### config.mk
export PLATFORM = sky130hd
export DESIGN_NAME = aurora_rx_lane_flat
export DESIGN_NICKNAME = d
export VERILOG_FILES = /design/src/rtl/aurora_rx_lane_if.sv /design/src/rtl/aurora_rx_lane.sv /design/src/flat_wrapper.sv
export SDC_FILE = /design/constraint.sdc
export NUM_CORES = 1
export LEC_CHECK = 0
export ABC_AREA = 1
export CAP_MARGIN = 0
export CELL_PAD_IN_SITES_DETAIL_PLACEMENT = 1
export CELL_PAD_IN_SITES_GLOBAL_PLACEMENT = 2
export CORE_MARGIN = 8
export CORE_UTILIZATION = 31
export DETAILED_ROUTE_END_ITERATION = 6
export PLACE_DENSITY = 0.85
export SLEW_MARGIN = 20
export SYNTH_ARGS = -nofsm -noshare
export SYNTH_HDL_FRONTEND = slang
export SYNTH_SLANG_ARGS = --single-unit
### constraint.sdc
create_clock -name clk -period 1.87 [get_ports clk]
set_input_delay 0.187 -clock clk [delete_from_list [all_inputs] [get_ports clk]]
set_output_delay 0.187 -clock clk [all_outputs]
set_load 0.03 [all_outputs]
### src/rtl/aurora_rx_lane_if.sv
// Signal bundle between the deserializer, one Aurora 64B/66B receive lane and its AXI-stream sink.
// The lane is the master: it consumes raw blocks and drives slip, lock, stream and error outputs.
interface aurora_rx_lane_if;
    logic        rx_valid;
    logic [65:0] rx_data;
    logic        rx_slip;
    logic        block_lock;
    logic        axi_valid;
    logic        axi_last;
    logic [63:0] axi_data;
    logic        err_hdr;
    logic        err_frame;

    modport master (
        input  rx_valid, rx_data,
        output rx_slip, block_lock, axi_valid, axi_last, axi_data, err_hdr, err_frame
    );

    modport slave (
        output rx_valid, rx_data,
        input  rx_slip, block_lock, axi_valid, axi_last, axi_data, err_hdr, err_frame
    );
endinterface

### src/rtl/aurora_rx_lane.sv
// Single-lane Aurora 64B/66B receiver: sync-header block lock with slip, x^58+x^39+1
// descrambling, and data/idle/separator decode into a 64-bit AXI-stream with last.
module aurora_rx_lane #(
    parameter int unsigned LOCK_COUNT = 64,
    parameter int unsigned ERR_WINDOW = 64,
    parameter int unsigned ERR_LIMIT  = 16
) (
    input  logic             clk,
    input  logic             rst_n,
    aurora_rx_lane_if.master lane
);
    localparam int unsigned GW = $clog2(LOCK_COUNT + 1);
    localparam int unsigned WW = $clog2(ERR_WINDOW + 1);
    localparam int unsigned BW = $clog2(ERR_LIMIT + 1);
    localparam logic [7:0]  BTF_SEP  = 8'h1E;
    localparam logic [7:0]  BTF_IDLE = 8'h78;

    typedef enum logic {
        UNLOCKED,
        LOCKED
    } lock_state_t;

    lock_state_t   state;
    logic [GW-1:0] good_cnt;
    logic [WW-1:0] win_cnt;
    logic [BW-1:0] bad_cnt;
    logic [1:0]    skip_cnt;
    logic [57:0]   scr;
    logic [63:0]   hold;
    logic          hold_valid;

    logic [1:0]    hdr;
    logic [63:0]   c;
    logic          hdr_ok;
    logic [121:0]  e;
    logic [63:0]   d;
    logic [7:0]    btf;
    logic [WW-1:0] win_next;
    logic [BW-1:0] bad_next;

    always_comb begin
        hdr      = lane.rx_data[65:64];
        c        = lane.rx_data[63:0];
        hdr_ok   = (hdr == 2'b01) || (hdr == 2'b10);
        e        = {c, scr};
        d        = '0;
        // e[i] is the bit 58 positions back, e[i+19] the bit 39 positions back
        for (int unsigned i = 0; i < 64; i++) begin
            d[i] = c[i] ^ e[i+19] ^ e[i];
        end
        btf      = d[63:56];
        win_next = win_cnt + 1'b1;
        bad_next = bad_cnt + BW'(!hdr_ok);
    end

    always_ff @(posedge clk or negedge rst_n) begin
        if (!rst_n) begin
            state           <= UNLOCKED;
            good_cnt        <= '0;
            win_cnt         <= '0;
            bad_cnt         <= '0;
            skip_cnt        <= '0;
            scr             <= '0;
            hold            <= '0;
            hold_valid      <= 1'b0;
            lane.rx_slip    <= 1'b0;
            lane.block_lock <= 1'b0;
            lane.axi_valid  <= 1'b0;
            lane.axi_last   <= 1'b0;
            lane.axi_data   <= '0;
            lane.err_hdr    <= 1'b0;
            lane.err_frame  <= 1'b0;
        end else begin
            lane.rx_slip   <= 1'b0;
            lane.axi_valid <= 1'b0;
            lane.axi_last  <= 1'b0;
            lane.err_hdr   <= 1'b0;
            lane.err_frame <= 1'b0;
            if (lane.rx_valid) begin
                scr <= c[63:6];
                case (state)
                    UNLOCKED: begin
                        if (skip_cnt != 2'd0) begin
                            skip_cnt <= skip_cnt - 2'd1;
                        end else if (hdr_ok) begin
                            if (good_cnt == GW'(LOCK_COUNT - 1)) begin
                                state           <= LOCKED;
                                lane.block_lock <= 1'b1;
                                good_cnt        <= '0;
                                win_cnt         <= '0;
                                bad_cnt         <= '0;
                            end else begin
                                good_cnt <= good_cnt + 1'b1;
                            end
                        end else begin
                            good_cnt     <= '0;
                            lane.rx_slip <= 1'b1;
                            skip_cnt     <= 2'd2;
                        end
                    end
                    LOCKED: begin
                        lane.err_hdr <= !hdr_ok;
                        if (bad_next == BW'(ERR_LIMIT)) begin
                            // losing lock discards any partially received frame
                            state           <= UNLOCKED;
                            lane.block_lock <= 1'b0;
                            win_cnt         <= '0;
                            bad_cnt         <= '0;
                            good_cnt        <= '0;
                            skip_cnt        <= '0;
                            if (hold_valid) begin
                                hold_valid     <= 1'b0;
                                lane.err_frame <= 1'b1;
                            end
                        end else begin
                            if (win_next == WW'(ERR_WINDOW)) begin
                                win_cnt <= '0;
                                bad_cnt <= '0;
                            end else begin
                                win_cnt <= win_next;
                                bad_cnt <= bad_next;
                            end
                            if (hdr == 2'b01) begin
                                if (hold_valid) begin
                                    lane.axi_valid <= 1'b1;
                                    lane.axi_data  <= hold;
                                end
                                hold       <= d;
                                hold_valid <= 1'b1;
                            end else if (hdr == 2'b10) begin
                                if (btf == BTF_SEP) begin
                                    if (hold_valid) begin
                                        lane.axi_valid <= 1'b1;
                                        lane.axi_last  <= 1'b1;
                                        lane.axi_data  <= hold;
                                        hold_valid     <= 1'b0;
                                    end else begin
                                        lane.err_frame <= 1'b1;
                                    end
                                end else if (btf != BTF_IDLE) begin
                                    lane.err_frame <= 1'b1;
                                end
                            end
                        end
                    end
                    default: state <= UNLOCKED;
                endcase
            end
        end
    end
endmodule

### src/flat_wrapper.sv
// flat-port wrapper written by rule: the top's interface ports become plain ports
module aurora_rx_lane_flat 
#(
    parameter int unsigned LOCK_COUNT = 64,
    parameter int unsigned ERR_WINDOW = 64,
    parameter int unsigned ERR_LIMIT  = 16
)
  (clk, rst_n, lane_rx_valid, lane_rx_data, lane_rx_slip, lane_block_lock, lane_axi_valid, lane_axi_last, lane_axi_data, lane_err_hdr, lane_err_frame);
  aurora_rx_lane_if lane_i ();
  input  logic clk;
  input  logic rst_n;
  input wire logic [$bits(lane_i.rx_valid)-1:0] lane_rx_valid;
  input wire logic [$bits(lane_i.rx_data)-1:0] lane_rx_data;
  output wire logic [$bits(lane_i.rx_slip)-1:0] lane_rx_slip;
  output wire logic [$bits(lane_i.block_lock)-1:0] lane_block_lock;
  output wire logic [$bits(lane_i.axi_valid)-1:0] lane_axi_valid;
  output wire logic [$bits(lane_i.axi_last)-1:0] lane_axi_last;
  output wire logic [$bits(lane_i.axi_data)-1:0] lane_axi_data;
  output wire logic [$bits(lane_i.err_hdr)-1:0] lane_err_hdr;
  output wire logic [$bits(lane_i.err_frame)-1:0] lane_err_frame;
  assign lane_i.rx_valid = lane_rx_valid;
  assign lane_i.rx_data = lane_rx_data;
  assign lane_rx_slip = lane_i.rx_slip;
  assign lane_block_lock = lane_i.block_lock;
  assign lane_axi_valid = lane_i.axi_valid;
  assign lane_axi_last = lane_i.axi_last;
  assign lane_axi_data = lane_i.axi_data;
  assign lane_err_hdr = lane_i.err_hdr;
  assign lane_err_frame = lane_i.err_frame;
  aurora_rx_lane #(.LOCK_COUNT(LOCK_COUNT), .ERR_WINDOW(ERR_WINDOW), .ERR_LIMIT(ERR_LIMIT)) u_core (.clk(clk), .rst_n(rst_n), .lane(lane_i));
endmodule
; ---- Word-level counts from Yosys, hierarchy flattened
; Cells that the tools add are included.
[totals]
register_bits = 215
in_bits = 69
output_inout_bits = 70
elab_cells = 239
[op_classes]
add_sub_neg = 4
n_eq_ne = 12
n_mux = 64
bitwise = 130
reduce_logical = 14
[op_table]
columns = operator, n
row1 = 64-bit 2-to-1 mux, 4
row2 = 1-bit XOR, 128
row3 = 7-bit 2-to-1 mux, 9
row4 = 1-bit 2-to-1 mux, 37
row5 = 7-bit one-hot mux with 2 select lines, 2
row6 = 5-bit 2-to-1 mux, 5
row7 = 7-bit by 1-bit adder with 7-bit output (second input constant), 2
row8 = 4-bit AND reduction, 3
row9 = 5-bit one-hot mux with 2 select lines, 1
row10 = 5-bit AND reduction, 2
row11 = 8-bit by 5-bit equality test with 1-bit output (second input constant), 1
row12 = 8-bit by 7-bit != test with 1-bit output (second input constant), 1
row13 = 7-bit by 6-bit equality test with 1-bit output (second input constant), 1
row14 = 7-bit equality test (second input constant), 1
row15 = 2-bit 2-to-1 mux, 3
row16 = 3-bit AND reduction, 2
row17 = 2-bit nonzero test, 3
row18 = 3-bit nonzero test, 2
row19 = 5-bit by 1-bit adder with 5-bit output, 1
row20 = 5-bit equality test (second input constant), 1
row21 = 2-bit by 1-bit != test with 1-bit output (second input constant), 2
row22 = 2-bit != test (second input constant), 2
row23 = 1-bit one-hot mux with 2 select lines, 2
row24 = 2-bit one-hot mux with 2 select lines, 1
row25 = 7 further kinds, 8

; ---- Logic depth before layout (Yosys ltp)
; Gate-level depths: netlist of run 1.
[depth]
word_depth = 10
mapped_depth = 14
mapped_depth_nobuf = 13

; ---- Least setup slack after synthesis of run 1
; No wires, ideal clock.
[synth_timing]
path_kind = input to register
from = input port lane_rx_data[64]
to = register u_core.lane.axi_data[13]
setup_time_ns = 0.118
arrival_ns = 2.051
required_ns = 1.752
setup_slack_ns = -0.299
stages = 12
n_path_buf = 2
cell_sequence = inv_1 ha_1 ha_1 ha_1 nor3_2 nand3_4 nand2_4 nor2_4 buf_6 buf_2 nand4_1 nand2_1
[synth_between]
elab_chain_cells = 7
elab_cells_between_ends = 11
cone_classes = 1 x add/sub / 3 x eq/ne / 1 x mux / 1 x bitwise / 5 x reduce/logical
[synth_lines]
columns = element, line
row1 = from (decl), flat_wrapper.sv:13  ; input wire logic [$bits(lane_i.rx_data)-1:0] lane_rx_data;
row2 = 2-bit by 1-bit equality test with 1-bit output / 2-bit equality test (equally long branches), "aurora_rx_lane.sv:44, aurora_rx_lane.sv:123, aurora_rx_lane.sv:130"
row3 = 1-bit logical OR, aurora_rx_lane.sv:44  ; hdr_ok = (hdr == 2'b01) || (hdr == 2'b10);
row4 = 1-bit logical NOT, aurora_rx_lane.sv:53  ; bad_next = bad_cnt + BW'(!hdr_ok);
row5 = 5-bit by 1-bit adder with 5-bit output, aurora_rx_lane.sv:53
row6 = 5-bit equality test, aurora_rx_lane.sv:103  ; if (bad_next == BW'(ERR_LIMIT)) begin
row7 = 1-bit NOT (no source line), -
row8 = 5-bit AND reduction (no source line), -
row9 = to (signal assigned), aurora_rx_lane.sv:126  ; lane.axi_data <= hold;
row10 = to (signal assigned), aurora_rx_lane.sv:135  ; lane.axi_data <= hold;
row11 = to (decl), aurora_rx_lane_if.sv:16  ; output rx_slip, block_lock, axi_valid, axi_last, axi_data, err_hdr, err_frame
; Several ways; a longest one is shown, not always the timed one.
; A chain may end at the register's enable or synchronous reset.

; ---- Worst setup path after layout of run 1
[layout_timing]
from = register u_core.bad_cnt[0]
to = register u_core.hold[7]
[layout_between]
elab_chain_cells = 4
[layout_lines]
columns = element, line
row1 = from (decl), aurora_rx_lane.sv:26  ; logic [BW-1:0] bad_cnt;
row2 = from (signal assigned), aurora_rx_lane.sv:121  ; bad_cnt <= bad_next;
row3 = 5-bit by 1-bit adder with 5-bit output, aurora_rx_lane.sv:53
row4 = 5-bit equality test, aurora_rx_lane.sv:103
row5 = 1-bit NOT (no source line), -
row6 = 4-bit AND reduction (no source line), -
row7 = to (signal assigned), aurora_rx_lane.sv:64  ; hold <= '0;
row8 = to (signal assigned), aurora_rx_lane.sv:128  ; hold <= d;
row9 = to (decl), aurora_rx_lane.sv:29  ; logic [63:0] hold;
; Every way passes these cells.

==> results.py, run 1 <==
metrics = {
    "floorplan": {
        "fp.dieH_um": 198,
        "die_area_um2": 39100,
        "io_pins": 139,
        "num_rows": 66,
        "die_x_um": 198,
        "core_um2": 32500,
        "start_util_pct": 31.5,
    },
    "placement": {
        "dp_cells": 1738,
        "portBuffers": 138,
        "dpl.hpwl_mm": 24.8,
        "gp_congestion": 0.797,
        "post-place-ws_ns": -0.798,
    },
    "pwr": {
        "combPwrFrac_pct": 14.1,
        "p_int_w": 0.00882,
        "power.share.switching_pct": 26.5,
        "ir_drop_uv": 690,
        "p_switching_w": 0.00319,
        "clockPowerShare_pct": 44.1,
        "power_density_nw_per_um2": 808,
        "seqPwrFrac_pct": 41.8,
        "leakage_nw": 7.03,
    },
    "layout": {
        "multiInputGateArea_um2": 4810,
        "nNetsFinal": 1436,
        "fill_cells": 3685,
        "area_growth_pct": 44.9,
        "ff_latch_area_um2": 5380,
        "final_util_pct": 45.7,
        "drive_above_1_share_pct": 25.5,
        "final_cell_count_no_fill": 1820,
    },
    "yosys": {
        "synth_ff_type": "dfrtp_1",
        "synthTopCellsByArea": "dfrtp_1 52%, nand2_1 15%, xor2_1 5.4%",
        "netlist_area_um2": 10300,
        "synth.distinct_cells": 38,
        "syn_area_per_cell_um2": 9.19,
        "synth-edff-count": 0,
        "ys_seq_area_share_pct": 52.5,
        "syn-instance-count": 1115,
        "ys_ff_latch": 215,
        "synth_most_common_cell": "nand2_1",
        "yosysTopAreaCellShare_pct": 52.5,
        "ys_async_sr_fraction_pct": 100,
        "yosys-top-cells-count": "409 x nand2_1, 215 x dfrtp_1, 66 x nand4_1, 66 x o21ai_0, 63 x xor2_1",
        "yosysTopAreaCell": "dfrtp_1",
        "yosys_warnings": 0,
        "mappedNetlistNets": 1192,
    },
    "global_route": {
        "grt_pass1_vias": 9156,
        "grt_pass1_wl_mm": 53.2,
        "grt_max_degree": 58,
        "antenna_found_initial": 2,
        "grt_overflow": 0,
        "grt_use_total_pct": 17.3,
    },
    "routing": {
        "first_pass_iters": 4,
        "wl_per_cell_um": 20.0,
        "vias": 8695,
        "vias_per_cell": 4.78,
        "wl_mm": 36.4,
        "detail-route-antenna-nets": 0,
        "drcViolationCount": 0,
        "drtIter0Drc": 371,
    },
    "sta": {
        "fin_ws_ns": -0.212,
        "max_freq_mhz": 480,
        "fin_hold_ws_ns": 0.151,
        "slew_headroom_pct": 61.2,
        "setup_viol_count_final": 148,
        "period_minus_slack_ns": 2.08,
        "period_share_pct": 111,
        "skew_ns": 0.0180,
        "hold_viol": 0,
        "maxSlewViolCount": 0,
        "setup_tns_ns": -20.85,
        "worst_pin_slew_ns": 0.582,
        "rsz0062_at_grt": "yes",
    },
    "clock_network": {
        "cts_tree": "built",
        "numCtsBuffers": 26,
        "cts_sinks": 215,
        "clk-insertion-delay-late_ns": 0.54,
        "cts_root_buf": "clkbuf_16",
        "cts_buffer_depth": 3,
        "htreeDepth": 1,
        "clk_pin_slew_worst_paths_ns": 0.06,
    },
    "setup_path": {
        "end_kind": "register",
        "crit_type": "register to register",
        "worstSetupStartpointType": "register",
        "reg2reg_slack_ns": -0.21,
        "cp.arrival_ns": 2.49,
        "critPathMaxFanout": 8,
        "crit_required_ns": 2.28,
    },
    "min_path": {
        "hold_path_class": "input pin to register",
    },
    "run": {
        "cap_violations": 0,
    },
    "run_status": {
        "status": "complete, but fails checks",
        "violations": "negative setup slack",
    },
}
==> layer usage <==
metal,routed length [um],track usage (%),share of wire (%)
met1,15200,21.6,42
met2,18600,30.5,51
met3,1490,2.63,4.1
met4,1040,5.17,2.9
met5,10,0,0.027
==> stage by stage <==
| step | total power, W | cell area (um^2) |
|---|---|---|
| after CTS | 0.0121 | 14000 |
| after floorplan | 0.00587 | 10300 |
| after global placement | 0.00661 | 12800 |
| final | 0.0120 | 14900 |
| after global routing | 0.0125 | 14900 |
| after detailed placement | 0.00667 | 12800 |
==> what timing repair did <==
action	4_1_cts	5_1_grt
cloned	6	13
endpoints found under the setup margin	149	154
buffers inserted	7	9
resized for setup	43	160
hold endpoints to repair	116	0
pin swaps	3	26
hold buffers	2	0
==> critical path: stages, from the launching register on <==
cell	delay (ns)
dfrtp_1	0.41
ha_4	0.19
ha_4	0.18
xor2_4	0.16
nor3_4	0.18
nand3_4	0.13
nand2_4	0.13
nor2_4	0.07
inv_8	0.15
bufbuf_16	0.30
o21ai_2	0.05
==> layout by cell type (no fill, tap or decap), types with 16 or more instances in the layout <==
cell type,Yosys,final
xor2_1,63,62
nor2_1,18,16
o21ai_2,30,40
buf_4,1,71
o21ai_0,66,41
clkdlybuf4s50_1,0,133
nand2_2,31,70
nand2_4,1,30
clkbuf_16,0,35
buf_6,13,16
nand3_1,24,18
nand4_1,66,66
dfrtp_1,215,215
inv_1,38,34
nand2_1,409,340
xnor2_1,56,56
buf_12,3,22
o21ai_1,1,16
==> flip-flops by register name (all words and copies together) (netlist names) <==
name and flops:
u_core.state 1, u_core.win_cnt 7, u_core.lane.err_frame 1, u_core.hold 64, u_core.good_cnt 7, u_core.lane.block_lock 1, u_core.hold_valid 1, u_core.bad_cnt 5
u_core.lane.err_hdr 1, u_core.lane.rx_slip 1, u_core.scr 58, u_core.lane.axi_valid 1, u_core.skip_cnt 2, u_core.lane.axi_last 1, u_core.lane.axi_data 64
==> final timing paths <==
path,startpoint,end,cells past startpoint
max in group asynchronous,rst_n,u_core.lane.axi_data[28],3
min,lane_rx_data[65],u_core.lane.axi_valid,4
max,u_core.bad_cnt[0],u_core.hold[7],10
min reg2reg,u_core.lane.axi_data[1],u_core.lane.axi_data[1],2
min in group asynchronous,rst_n,u_core.win_cnt[2],2
max reg2reg,u_core.bad_cnt[0],u_core.hold[7],10
==> area by class of cell <==
cell class | instances | area share [%]
inverters | 44 | 1.22
repair inverters | 2 | 0.185
well taps | 442 | 3.72
clock buffers | 34 | 4.85
multi-input cells | 801 | 32.4
flip-flops and latches | 215 | 36.2
clock inverters | 12 | 1.17
diodes | 1 | 0.0168
repair buffers | 269 | 20.2
==> logic make-up after synthesis <==
family / Yosys count / synth area share, %
buffers and inverters: 99 / 5.46
XOR/XNOR: 120 / 10.3
adder cells (fa/ha/maj): 8 / 0.976
flip-flops: 215 / 52.5
AO/OA/AOI/OAI: 106 / 6.44
AND/OR/NAND/NOR: 567 / 24.3
==> power groups by stage <==
stage               clock network [W]  logic [W]  registers, W
finish                        0.00529    0.00169       0.00502
detailed placement                  0    0.00157       0.00509
global placement                    0    0.00153       0.00509
global route                  0.00563    0.00185       0.00504
floorplan                           0   0.000822       0.00505
CTS                           0.00542    0.00161       0.00501
Note: power is estimated with default switching activity, not from simulation.
==> inputs of run 2 (changes only) <==
MAX_ROUTING_LAYER = met4   (was unset)
SETUP_SLACK_MARGIN = 0.5   (was unset)
==> run 2 against run 1 <==
  * The run still ends with negative setup slack left
  * Combinational power increased by 4%
  * Via count increased by 2.6%
  * Cell count increased by 0.77%
  * Sequential power about the same
  * Setup slack got worse by 0.11 ns
  * First-iteration DRC count increased by 8.9%
  * Non-clock buffer count increased by 17
  * Critical endpoint is now u_core.lane.axi_data[3]
  * Largest power group is now registers
==> results.py, run 2 (synthesized netlist as in run 1, its figures left out) <==
metrics = {
    "sta": {
        "period_minus_slack_ns": 2.19,
        "skew_ns": 0.0240,
        "slew_headroom_pct": 63.9,
        "setup_tns_ns": -31.82,
        "fin_hold_ws_ns": 0.0315,
        "setup_viol_count_final": 151,
        "worst_pin_slew_ns": 0.541,
        "period_share_pct": 117,
        "hold_viol": 0,
        "maxSlewViolCount": 0,
        "rsz0062_at_grt": "yes",
        "max_freq_mhz": 457,
        "fin_ws_ns": -0.317,
    },
    "clock_network": {
        "numCtsBuffers": 25,
        "clk_pin_slew_worst_paths_ns": 0.06,
        "htreeDepth": 1,
        "cts_buffer_depth": 3,
        "cts_tree": "built",
        "clk-insertion-delay-late_ns": 0.54,
        "cts_sinks": 215,
        "cts_root_buf": "clkbuf_16",
    },
    "run_status": {
        "status": "complete, but fails checks",
        "violations": "negative setup slack",
    },
    "global_route": {
        "grt_pass1_vias": 9373,
        "grt_max_degree": 61,
        "antenna_found_initial": 0,
        "grt_overflow": 0,
        "grt_use_total_pct": 18.5,
        "grt_pass1_wl_mm": 55.3,
    },
    "layout": {
        "area_growth_pct": 48.0,
        "nNetsFinal": 1450,
        "final_common_cell": "nand2_1",
        "mostFrequentLayoutCells": "324 x nand2_1, 213 x dfrtp_1, 85 x buf_4",
        "drive_above_1_share_pct": 34.1,
        "reg_top3": "u_core.hold (64), u_core.lane.axi_data (64), u_core.scr (58)",
        "fill_cells": 3668,
        "antenna_cells": 0,
    },
    "routing": {
        "vias_per_cell": 4.86,
        "vias": 8920,
        "detail-route-antenna-nets": 0,
        "wl_per_cell_um": 21.5,
        "wl_mm": 39.4,
        "first_pass_iters": 4,
        "drcViolationCount": 0,
        "drtIter0Drc": 404,
    },
    "placement": {
        "portBuffers": 138,
        "gp_congestion": 0.853,
        "dpl.hpwl_mm": 24.5,
    },
    "pwr": {
        "leakage_nw": 7.34,
        "power_density_nw_per_um2": 771,
        "ir_drop_uv": 760,
    },
    "setup_path": {
        "reg2reg_from": "u_core.bad_cnt[0]",
        "cp.arrival_ns": 2.61,
        "worstSetupStartpointType": "register",
        "crit_type": "register to register",
        "crit_required_ns": 2.30,
        "end_kind": "register",
        "critPathMaxFanout": 8,
        "startpoint": "u_core.bad_cnt[0]",
    },
    "floorplan": {
        "fp.dieH_um": 198,
        "start_util_pct": 31.5,
        "num_rows": 66,
        "die_area_um2": 39100,
        "die_x_um": 198,
        "core_um2": 32500,
        "io_pins": 139,
    },
    "run": {
        "cap_violations": 0,
    },
    "min_path": {
        "hold_path_class": "input pin to register",
        "min_from": "lane_rx_valid",
    },
}
[run 2: report_power, final]
part / leakage, nW / total [W] / internal [W] / switching [W]
logic: 4.07 / 0.00176 / 0.000750 / 0.00101
clock network: 0.394 / 0.00490 / 0.00287 / 0.00203
registers: 2.88 / 0.00503 / 0.00483 / 0.000204
[run 2: path summary, 6_finish.rpt]
| path | depth (start not counted) | slack [ns] | end |
|---|---|---|---|
| worst max-delay path | 14 | -0.32 | u_core.lane.axi_data[3] |
| worst min-delay path | 3 | 0.03 | u_core.lane.err_frame |
| worst max register to register | 14 | -0.32 | u_core.lane.axi_data[3] |
| worst min register to register | 2 | 0.48 | u_core.lane.axi_data[44] |
| max in group asynchronous | 3 | 0.97 | u_core.scr[15] |
| min in group asynchronous | 2 | 0.15 | u_core.win_cnt[4] |
[run 2: what timing repair did]
| item | 4_1_cts | 5_1_grt |
|---|---|---|
| buffers inserted | 16 | 27 |
| cloned | 10 | 18 |
| gates resized for setup | 101 | 384 |
| hold buffers | 2 | 0 |
| pin swaps | 8 | 21 |
| hold endpoints to repair | 67 | 0 |
| setup endpoints to repair | 225 | 224 |
[run 2: metal layers]
| metal | up-vias | GRT usage (%) | part of all wire (%) |
|---|---|---|---|
| met5 | - | - | 0 |
| li1 | 4118 | - | - |
| met2 | 217 | 31.5 | 51 |
| met3 | 61 | 2.56 | 4.4 |
| met1 | 4524 | 23.3 | 42 |
| met4 | 0 | 3.93 | 2.5 |
[run 2: through the flow]
stage	util [%]	power, W	instances	instance area [um^2]	setup slack [ns]
final	46.6	0.0117	1834	15200	-0.317
after global routing	46.6	0.0121	1834	15200	-0.380
after CTS	43.3	0.0116	1789	14100	-0.276
after detailed placement	38.7	0.00664	1715	12600	-0.845
after global placement	38.7	0.00659	1715	12600	-0.736
after floorplan	-	0.00588	1115	10400	-0.0543
[run 2: worst max-delay path: stages, from the launching register on]
cell,delay (ns)
dfrtp_1,0.39
ha_4,0.16
ha_4,0.16
buf_6,0.11
nand3_4,0.09
xnor2_4,0.17
nand3_4,0.08
nand2_4,0.08
nor2_4,0.13
buf_12,0.12
nand3_4,0.10
buf_12,0.18
clkbuf_16,0.17
nand2_1,0.07
nand2_1,0.07
[run 2: area by class of cell]
cell class | count | area (um^2) | area share [%]
clock inverter | 8 | 93.8 | 0.619
clock buffer | 38 | 704 | 4.64
inverter | 44 | 186 | 1.23
multi-input combinational | 801 | 5220 | 34.4
sequential | 215 | 5380 | 35.5
timing repair buffer | 286 | 3030 | 20.0
tap | 442 | 553 | 3.65
==> inputs of run 3 (changes only) <==
SKIP_LAST_GASP = 1   (was unset)
==> run 3 against run 2 <==
  * The flow still finishes with violations (negative setup slack)
  * Clock power hardly changed
  * Register-to-register slack better by 0.05 ns
  * Setup slack better by 0.050 ns
  * Clock skew is 0.00081 ns lower
  * Hold slack better by 0.0059 ns
  * Routed wire length is 0.95% higher
  * Cell count stayed put
  * Design area is 0.98% lower
  * Flip-flop and latch count stayed put
  * Power is 0.21% higher
  * Sequential share of layout area is 0.35 points higher
  * Critical endpoint is now u_core.hold[0]
==> results.py, run 3 (synthesized netlist as in run 1, its figures left out) <==
metrics = {
    "setup_path": {
        "cp_num_buf_inv": 5,
        "worstSetupStartpointType": "register",
        "cpPeakStageDelay_ns": 0.41,
        "critPathMaxFanout": 6,
        "worstPathCellList": "ha_4, ha_4, buf_6, nand3_4, xnor2_4, nand3_4, nand2_4, nor2_4, inv_8, buf_8, buf_6, buf_16, nand2_4, o21ai_2",
        "crit_required_ns": 2.28,
        "cpMaxStageDelayCell": "dfrtp_1",
        "crit_family": "buffers and inverters",
        "crit_type": "register to register",
        "end_kind": "register",
        "cp.arrival_ns": 2.54,
    },
    "sta": {
        "period_share_pct": 114,
        "rsz0062_at_grt": "yes",
        "fin_ws_ns": -0.267,
        "hold_viol": 0,
        "fin_hold_ws_ns": 0.0374,
        "max_freq_mhz": 468,
        "skew_ns": 0.0232,
        "maxSlewViolCount": 0,
        "worst_pin_slew_ns": 0.516,
        "setup_viol_count_final": 151,
        "period_minus_slack_ns": 2.14,
        "slew_headroom_pct": 65.6,
    },
    "pwr": {
        "power.share.switching_pct": 27.8,
        "combPwrFrac_pct": 15.1,
        "power_density_nw_per_um2": 780,
        "leakage_nw": 7.31,
        "seqPwrFrac_pct": 43.0,
        "clockPowerShare_pct": 41.9,
        "p_switching_w": 0.00326,
        "p_int_w": 0.00846,
        "ir_drop_uv": 771,
    },
    "routing": {
        "detail-route-antenna-nets": 0,
        "vias_per_cell": 4.90,
        "drcViolationCount": 0,
        "first_pass_iters": 6,
        "drtIter0Drc": 440,
        "wl_per_cell_um": 21.7,
        "wl_mm": 39.8,
        "vias": 8981,
    },
    "placement": {
        "gp_congestion": 0.853,
        "dpl.hpwl_mm": 24.5,
        "portBuffers": 138,
    },
    "global_route": {
        "grt_pass1_wl_mm": 54.9,
        "grt_max_degree": 61,
        "grt_pass1_vias": 9373,
        "antenna_found_initial": 0,
        "grt_use_met1_pct": 23.2,
        "busiest_layer": "met2",
        "grt_use_met2_pct": 31.1,
        "grt_use_total_pct": 18.4,
        "met3_usage_pct": 2.53,
        "grt_overflow": 0,
    },
    "clock_network": {
        "clk-insertion-delay-late_ns": 0.54,
        "clk_pin_slew_worst_paths_ns": 0.06,
        "cts_tree": "built",
        "cts_sinks": 215,
        "numCtsBuffers": 25,
        "cts_root_buf": "clkbuf_16",
        "htreeDepth": 1,
        "cts_buffer_depth": 3,
    },
    "run": {
        "cap_violations": 0,
    },
    "floorplan": {
        "num_rows": 66,
        "core_um2": 32500,
        "die_x_um": 198,
        "fp.dieH_um": 198,
        "io_pins": 139,
        "die_area_um2": 39100,
        "start_util_pct": 31.5,
    },
    "run_status": {
        "status": "complete, but fails checks",
        "violations": "negative setup slack",
    },
    "layout": {
        "mostFrequentLayoutCells": "366 x nand2_1, 213 x dfrtp_1, 83 x buf_4",
        "drive_above_1_share_pct": 31.3,
        "antenna_cells": 0,
        "reg_top3": "u_core.hold (64), u_core.lane.axi_data (64), u_core.scr (58)",
        "area_growth_pct": 46.5,
        "final_common_cell": "nand2_1",
        "nNetsFinal": 1450,
        "final_util_pct": 46.2,
    },
    "min_path": {
        "hold_path_class": "input pin to register",
    },
}
==> run 3: cell type report <==
class,instances,area [um^2]
clock buffers,38,704
multi-input cells,801,5090
repair buffers,286,3010
clock inverters,8,93.8
inverters,44,186
flip-flops and latches,215,5380
well taps,442,553
fillers,3690,17500
==> run 3: metal layers <==
| layer | up-vias | routed length (um) | part of all wire (%) |
|---|---|---|---|
| met5 | - | 0 | 0 |
| met4 | 0 | 1100 | 2.8 |
| met3 | 67 | 1430 | 3.6 |
| met2 | 217 | 20100 | 51 |
| met1 | 4585 | 17200 | 43 |
| li1 | 4112 | - | - |
==> run 3: worst reg2reg max path: cells and delay by family, from the launching register on <==
kind | cells | cell delay (ns)
AO/OA/AOI/OAI | 1 | 0.05
AND/OR/NAND/NOR | 5 | 0.49
adder cells (fa/ha/maj) | 2 | 0.33
XOR/XNOR | 1 | 0.16
flip-flops | 1 | 0.41
buffers and inverters | 5 | 0.60
==> run 3: what timing repair did <==
item / CTS / global route
setup endpoints to repair: 225 / 225
hold buffers: 2 / 0
gates resized for setup: 55 / 361
endpoints found under the hold margin: 67 / 0
buffers inserted: 16 / 27
pin swaps: 6 / 22
cloned: 10 / 18
==> run 3: worst paths after layout <==
kind | depth (start not counted) | start | slack, ns | endpoint
max in group asynchronous | 3 | rst_n | 0.96 | u_core.scr[27]
min reg2reg | 2 | u_core.lane.axi_data[48] | 0.47 | u_core.lane.axi_data[48]
min in group asynchronous | 2 | rst_n | 0.16 | u_core.win_cnt[4]
max | 14 | u_core.bad_cnt[0] | -0.27 | u_core.hold[0]
min | 3 | lane_rx_valid | 0.04 | u_core.lane.err_frame
max reg2reg | 14 | u_core.bad_cnt[0] | -0.27 | u_core.hold[0]
==> run 3: power groups by stage <==
stage / clock network, W / logic, W / registers (W)
floorplan: 0 / 0.000827 / 0.00505
global placement: 0 / 0.00152 / 0.00508
detailed placement: 0 / 0.00156 / 0.00509
CTS: 0.00497 / 0.00161 / 0.00501
global route: 0.00517 / 0.00193 / 0.00505
finish: 0.00490 / 0.00177 / 0.00504
==> run 3: metrics by stage <==
| step | setup WS [ns] | std cells | cell area, um^2 | power [W] | setup TNS [ns] |
|---|---|---|---|---|---|
| 5_1_grt | -0.335 | 1834 | 15000 | 0.0122 | -40.05 |
| 3_5_place_dp | -0.845 | 1715 | 12600 | 0.00664 | -115.29 |
| 6_report | -0.267 | 1834 | 15000 | 0.0117 | -27.76 |
| 4_1_cts | -0.276 | 1789 | 14000 | 0.0116 | -29.49 |
| 2_1_floorplan | -0.0543 | 1115 | 10400 | 0.00588 | -3.06 |
| 3_3_place_gp | -0.736 | 1715 | 12600 | 0.00659 | -101.20 |
